==> src/rtl/cpu_types_pkg.sv <==
// cpu_types_pkg: shared CPU datapath types.
//   word_t    - 32-bit datapath word
//   regbits_t - 5-bit register-file index
//   aluop_t   - ALU operation select
package cpu_types_pkg;

  localparam int WORD_W = 32;
  localparam int REG_W  = 5;

  typedef logic [WORD_W-1:0] word_t;
  typedef logic [REG_W-1:0]  regbits_t;

  typedef enum logic [3:0] {
    ALU_SLL  = 4'd0,
    ALU_SRL  = 4'd1,
    ALU_ADD  = 4'd2,
    ALU_SUB  = 4'd3,
    ALU_AND  = 4'd4,
    ALU_OR   = 4'd5,
    ALU_XOR  = 4'd6,
    ALU_NOR  = 4'd7,
    ALU_SLT  = 4'd8,
    ALU_SLTU = 4'd9
  } aluop_t;

endpackage

==> src/rtl/diaosi_types_pkg.sv <==
// diaosi_types_pkg: pipeline-specific types.
//   alusrc_t    - ALU B-operand source select
//   idex_t      - contents of the ID/EX pipeline register
//   IDEX_BUBBLE - the no-op value loaded when a bubble is inserted
package diaosi_types_pkg;

  import cpu_types_pkg::*;

  typedef enum logic [1:0] {
    RDAT2_DIAOSI = 2'd0,
    EXT_DIAOSI   = 2'd1,
    NPC_DIAOSI   = 2'd2,
    LUI_DIAOSI   = 2'd3
  } alusrc_t;

  typedef struct packed {
    logic     valid;
    word_t    npc;
    word_t    rdat1;
    word_t    rdat2;
    word_t    ext;
    regbits_t rsel1;
    regbits_t rsel2;
    logic     uses_rt;
    regbits_t wsel;
    logic     wen;
    logic     dren;
    logic     dwen;
    logic     memtoreg;
    logic     halt;
    alusrc_t  alusrc;
    aluop_t   aluop;
  } idex_t;

  // A bubble has no architectural side effects: nothing written, no memory
  // access, no halt, and wsel = 0 so it can never look like a load producer.
  localparam idex_t IDEX_BUBBLE = '{
    valid:    1'b0,
    npc:      32'h0000_0000,
    rdat1:    32'h0000_0000,
    rdat2:    32'h0000_0000,
    ext:      32'h0000_0000,
    rsel1:    5'd0,
    rsel2:    5'd0,
    uses_rt:  1'b0,
    wsel:     5'd0,
    wen:      1'b0,
    dren:     1'b0,
    dwen:     1'b0,
    memtoreg: 1'b0,
    halt:     1'b0,
    alusrc:   RDAT2_DIAOSI,
    aluop:    ALU_SLL
  };

endpackage

==> src/rtl/load_use_detect.sv <==
// load_use_detect: combinational load-use hazard detection.
// A hazard exists when the instruction in EX is a valid load that writes a
// non-zero register which the valid instruction in ID reads as an operand.
//   ld_*  - fields of the instruction currently held in ID/EX
//   id_*  - fields of the instruction currently in ID
//   lu_hz - hazard present
module load_use_detect
  import cpu_types_pkg::*;
(
  input  logic     ld_valid,
  input  logic     ld_dren,
  input  logic     ld_wen,
  input  regbits_t ld_wsel,
  input  logic     id_valid,
  input  regbits_t id_rsel1,
  input  regbits_t id_rsel2,
  input  logic     id_uses_rt,
  output logic     lu_hz
);

  logic producer_s;
  logic match_s;

  // $0 is hard-wired, so a load targeting it never creates a dependency.
  assign producer_s = ld_valid & ld_dren & ld_wen & (ld_wsel != {REG_W{1'b0}});
  // rt only counts when the ID instruction actually consumes it as an operand.
  assign match_s    = (ld_wsel == id_rsel1) | (id_uses_rt & (ld_wsel == id_rsel2));
  assign lu_hz      = producer_s & id_valid & match_s;

endmodule

==> src/rtl/id_ex_stage.sv <==
// id_ex_stage: ID/EX pipeline register with load-use bubble insertion.
// Inputs *_i are the decoded ID fields; outputs *_o2 are their registered
// copies feeding EX and the forwarding unit. stall asks PC/IF-ID to hold;
// lu_cnt counts inserted load-use bubbles (saturating).
//   CLK, RST         - clock, asynchronous active-high reset
//   enable           - pipeline advance; low freezes every register
//   flush            - taken branch/jump: squash ID on the next advance
//   stall            - combinational ID-hold request
//   lu_cnt           - load-use bubble count
module id_ex_stage
  import cpu_types_pkg::*;
  import diaosi_types_pkg::*;
#(
  parameter int CNT_W = 16
) (
  input  logic             CLK,
  input  logic             RST,
  input  logic             enable,
  input  logic             flush,
  input  logic             valid_i,
  input  word_t            npc_i,
  input  word_t            rdat1_i,
  input  word_t            rdat2_i,
  input  word_t            ext_i,
  input  regbits_t         rsel1_i,
  input  regbits_t         rsel2_i,
  input  logic             uses_rt_i,
  input  regbits_t         wsel_i,
  input  logic             wen_i,
  input  logic             dren_i,
  input  logic             dwen_i,
  input  logic             memtoreg_i,
  input  logic             halt_i,
  input  alusrc_t          ALUSrc_i,
  input  aluop_t           aluop_i,
  output logic             valid_o2,
  output word_t            npc_o2,
  output word_t            rdat1_o2,
  output word_t            rdat2_o2,
  output word_t            ext_o2,
  output regbits_t         rsel1_o2,
  output regbits_t         rsel2_o2,
  output logic             uses_rt_o2,
  output regbits_t         wsel_o2,
  output logic             wen_o2,
  output logic             dren_o2,
  output logic             dwen_o2,
  output logic             memtoreg_o2,
  output logic             halt_o2,
  output alusrc_t          ALUSrc_o2,
  output aluop_t           aluop_o2,
  output logic             stall,
  output logic [CNT_W-1:0] lu_cnt
);

  idex_t            idex_in;
  idex_t            idex_d;
  idex_t            idex_q;
  logic [CNT_W-1:0] lu_cnt_d;
  logic [CNT_W-1:0] lu_cnt_q;
  logic             lu_hz;

  assign idex_in = '{
    valid:    valid_i,
    npc:      npc_i,
    rdat1:    rdat1_i,
    rdat2:    rdat2_i,
    ext:      ext_i,
    rsel1:    rsel1_i,
    rsel2:    rsel2_i,
    uses_rt:  uses_rt_i,
    wsel:     wsel_i,
    wen:      wen_i,
    dren:     dren_i,
    dwen:     dwen_i,
    memtoreg: memtoreg_i,
    halt:     halt_i,
    alusrc:   ALUSrc_i,
    aluop:    aluop_i
  };

  load_use_detect u_load_use_detect (
    .ld_valid   (idex_q.valid),
    .ld_dren    (idex_q.dren),
    .ld_wen     (idex_q.wen),
    .ld_wsel    (idex_q.wsel),
    .id_valid   (valid_i),
    .id_rsel1   (rsel1_i),
    .id_rsel2   (rsel2_i),
    .id_uses_rt (uses_rt_i),
    .lu_hz      (lu_hz)
  );

  // A flush kills the dependent instruction, so there is nothing to hold.
  assign stall = lu_hz & ~flush;

  // Next-state: hold, squash (flush), load-use bubble, or normal advance.
  always_comb begin
    idex_d   = idex_q;
    lu_cnt_d = lu_cnt_q;
    if (enable) begin
      if (flush) begin
        // Flush wins over the hazard; the bubble is not a load-use bubble.
        idex_d = IDEX_BUBBLE;
      end else if (lu_hz) begin
        idex_d = IDEX_BUBBLE;
        if (lu_cnt_q != {CNT_W{1'b1}}) begin
          lu_cnt_d = lu_cnt_q + {{(CNT_W-1){1'b0}}, 1'b1};
        end else begin
          lu_cnt_d = lu_cnt_q;
        end
      end else begin
        idex_d = idex_in;
      end
    end else begin
      idex_d   = idex_q;
      lu_cnt_d = lu_cnt_q;
    end
  end

  // Pipeline register and bubble counter.
  always_ff @(posedge CLK or posedge RST) begin
    if (RST) begin
      idex_q   <= IDEX_BUBBLE;
      lu_cnt_q <= {CNT_W{1'b0}};
    end else begin
      idex_q   <= idex_d;
      lu_cnt_q <= lu_cnt_d;
    end
  end

  assign valid_o2    = idex_q.valid;
  assign npc_o2      = idex_q.npc;
  assign rdat1_o2    = idex_q.rdat1;
  assign rdat2_o2    = idex_q.rdat2;
  assign ext_o2      = idex_q.ext;
  assign rsel1_o2    = idex_q.rsel1;
  assign rsel2_o2    = idex_q.rsel2;
  assign uses_rt_o2  = idex_q.uses_rt;
  assign wsel_o2     = idex_q.wsel;
  assign wen_o2      = idex_q.wen;
  assign dren_o2     = idex_q.dren;
  assign dwen_o2     = idex_q.dwen;
  assign memtoreg_o2 = idex_q.memtoreg;
  assign halt_o2     = idex_q.halt;
  assign ALUSrc_o2   = idex_q.alusrc;
  assign aluop_o2    = idex_q.aluop;
  assign lu_cnt      = lu_cnt_q;

endmodule

==> config.mk <==
export PLATFORM = sky130hd
export DESIGN_NAME = id_ex_stage
export DESIGN_NICKNAME = d
export VERILOG_FILES = /design/src/rtl/cpu_types_pkg.sv /design/src/rtl/diaosi_types_pkg.sv /design/src/rtl/load_use_detect.sv /design/src/rtl/id_ex_stage.sv
export SDC_FILE = /design/constraint.sdc
export NUM_CORES = 1
export LEC_CHECK = 0
export CORE_MARGIN = 2
export CORE_UTILIZATION = 35
export DETAILED_ROUTE_END_ITERATION = 6
export DONT_BUFFER_PORTS = 1
export GPL_ROUTABILITY_DRIVEN = 0
export PLACE_DENSITY = 0.46
export SYNTH_ARGS = -nofsm -noshare
export SYNTH_HDL_FRONTEND = slang
export SYNTH_SLANG_ARGS = --single-unit
==> constraint.sdc <==
create_clock -name CLK -period 9.75 [get_ports CLK]
set_input_delay 1.4625 -clock CLK [delete_from_list [all_inputs] [get_ports CLK]]
set_output_delay 1.4625 -clock CLK [all_outputs]
set_load 0.02 [all_outputs]
==> flow_summary.toml <==
[route]
drt-pass1-iter-count = 4
antenna_left = 0
drc = 0
routed_wl_mm = 16.2
avgViaCountPerCell = 5.74
vias = 3879
drt_iter0_drc = 136
wire_per_inst_um = 24.0

[die]
start_util = 0.359
die_x_um = 140
core_sq_um = 18000
die_height_um = 140
die_area_sq_um = 19600
io_pins = 333
fp-row-count = 49

[worst_setup_path]
crit_start = "rsel1_i[3]"
critPathLaunchType = "input pin"
reg2reg_depth = 6
r2r-start = "wsel_o2[3]"
path_max_fanout = 17
critPathKind = "in -> out"
crit_required_ns = 8.29
worst_ep_arrival_time_ns = 2.59
reg2reg_slack_ns = 7.16
endpoint_kind = "primary output"

[sta]
tightestPinTransition_ns = 0.960
finalHoldViolCount = 0
setup_tns_ns = 0
rsz0062_at_grt = "false"
setup_ws_ns = 5.70
min_period_ns = 4.05
setup_viol = 0
final.period_utilization = 0.416
clock_skew_ns = 0.0113
maxSlewHeadroom = 0.360
fmax_ghz = 0.247
slew_viol_final = 0

[clock_network]
cts_buffers = 17
h-tree-depth = 4
cts_resized = 0
cts.clk_slew.worst_paths_ns = 0.06
clockBufferDepth = 2
cts_hold_buf = 0
numClockSinks = 172
cts-root-buf = "clkbuf_16"
clk_latency_ns = 0.42
tritoncts = "built"
cts_setup_buffers = 0

[finish]
syn2layout_area_growth_pct = 11.4
diodes = 0
ff_latch_area_sq_um = 4300
stdcell_count = 676
final_cell_mix = "dfrtp_1, a22o_1, xnor2_1"
finalNetCount = 595
nFillCells = 1711
multi_input_area_sq_um = 1900
fin_util = 0.400
drive_above_1_share = 0.0984
final_common_cell = "dfrtp_1"

[flow_run]
cap_violations = 0

[yosys]
syn_nets = 606
synth_cells = 445
yosys_warnings = 0
synth_top_area_cell = "dfrtp_1"
synth_top_area_share = 0.666
synth_area_sq_um = 6470
ys_types = 28
ys_top_cells_by_area = "dfrtp_1, a22o_1, xnor2_1"
avgSynthCellArea_sq_um = 14.5
synth_seq_cells = 172
seq_area_frac_synth = 0.666

[worst_hold_path]
hold_start = "lu_cnt[7]"
min_path_cells = 1
hold_path_class = "reg -> reg"

[outcome]
status = "finished clean"

[grt]
grt_max_degree = 97
overflow = 0
grt_first_pass_wirelength_mm = 24.8
antenna_found_initial = 0
track_usage = 0.162
grt_pass1_vias = 4121

[placement]
post-dp-hpwl_mm = 11.3
portBuffers = 0
dp.cells = 644
pre_cts_slack_ns = 5.72

[pwr]
vdd_ir_drop_max_mv = 0.111
p_leak_nw = 3.33
p_per_area_nw_per_um2 = 236
-- kinds of logic after synthesis --
family | share of synthesized area
and+or+nand+nor | 0.0375
muxes | 0.00348
xor gates and xnor gates | 0.0325
DFF | 0.666
adders and majority gates | 0.00193
AOI/OAI and AO/OA | 0.217
buffers and inverters | 0.0420
-- routing by layer --
layer	up-vias	wire length, um	GRT usage	share of wire
met4	0	368	0.0632	0.023
li1	1663	-	-	-
met3	26	1740	0.0711	0.11
met1	1948	6150	0.192	0.38
met5	-	0	0	0
met2	242	7940	0.262	0.49
-- sequential cells by signal (all words and copies together), names as in the netlist, 2 cells and up --
name,count
ext_o2,32
npc_o2,32
rdat1_o2,32
rdat2_o2,32
lu_cnt,16
rsel1_o2,5
rsel2_o2,5
wsel_o2,5
aluop_o2,4
ALUSrc_o2,2
-- final timing paths --
path                               to
min in group asynchronous  ext_o2[11]
hold / removal              lu_cnt[7]
setup reg to reg           ext_o2[19]
setup / recovery                stall
max in group asynchronous   ext_o2[5]
hold reg to reg             lu_cnt[7]
-- Yosys cell counts (all sizes together) --
| master | instances |
|---|---|
| a211oi | 1 |
| a21oi | 1 |
| a22o | 156 |
| and3 | 4 |
| and4 | 2 |
| buf | 17 |
| clkbuf | 18 |
| dfrtp | 172 |
| ha | 1 |
| inv | 6 |
| mux2 | 2 |
| nand2 | 6 |
| nand2b | 1 |
| nand3 | 11 |
| nand4 | 8 |
| nand4bb | 1 |
| nor2 | 5 |
| nor2b | 1 |
| nor3 | 2 |
| nor4 | 2 |
| o21ai | 2 |
| o22ai | 1 |
| or4 | 1 |
| xnor2 | 24 |
-- where the power goes --
group	internal [mW]	switching [mW]	total (mW)	leakage [nW]
Sequential	0.763	0.108	0.870	2.26
Clock	0.442	0.290	0.732	0.305
Combinational	0.0447	0.0494	0.0941	0.768
-- cell type report --
cell class,instances,area share
Sequential cell,172,0.598
Multi-Input combinational cell,232,0.264
Clock inverter,14,0.0287
Clock buffer,18,0.0610
Tap cell,229,0.0398
Inverter,6,0.00417
Timing Repair Buffer,5,0.00521
-- metrics by stage --
| stage | hold slack, ns | cell area, sq um | total power, mW |
|---|---|---|---|
| after global routing | 0.671 | 7200 | 1.77 |
| after global placement | 0.645 | 6560 | 0.980 |
| after detailed placement | 0.644 | 6560 | 0.981 |
| final | 0.653 | 7200 | 1.70 |
| after floorplan | 0.600 | 6470 | 0.953 |
| after CTS | 0.658 | 7200 | 1.72 |
-- critical path, stage by stage --
cell     delay [ns]
xnor2_1        0.12
nand2_1        0.13
o22ai_1        0.16
buf_4          0.25
nand2_1        0.08
nor2_1         0.38
Power figures use the tool's default switching activity.
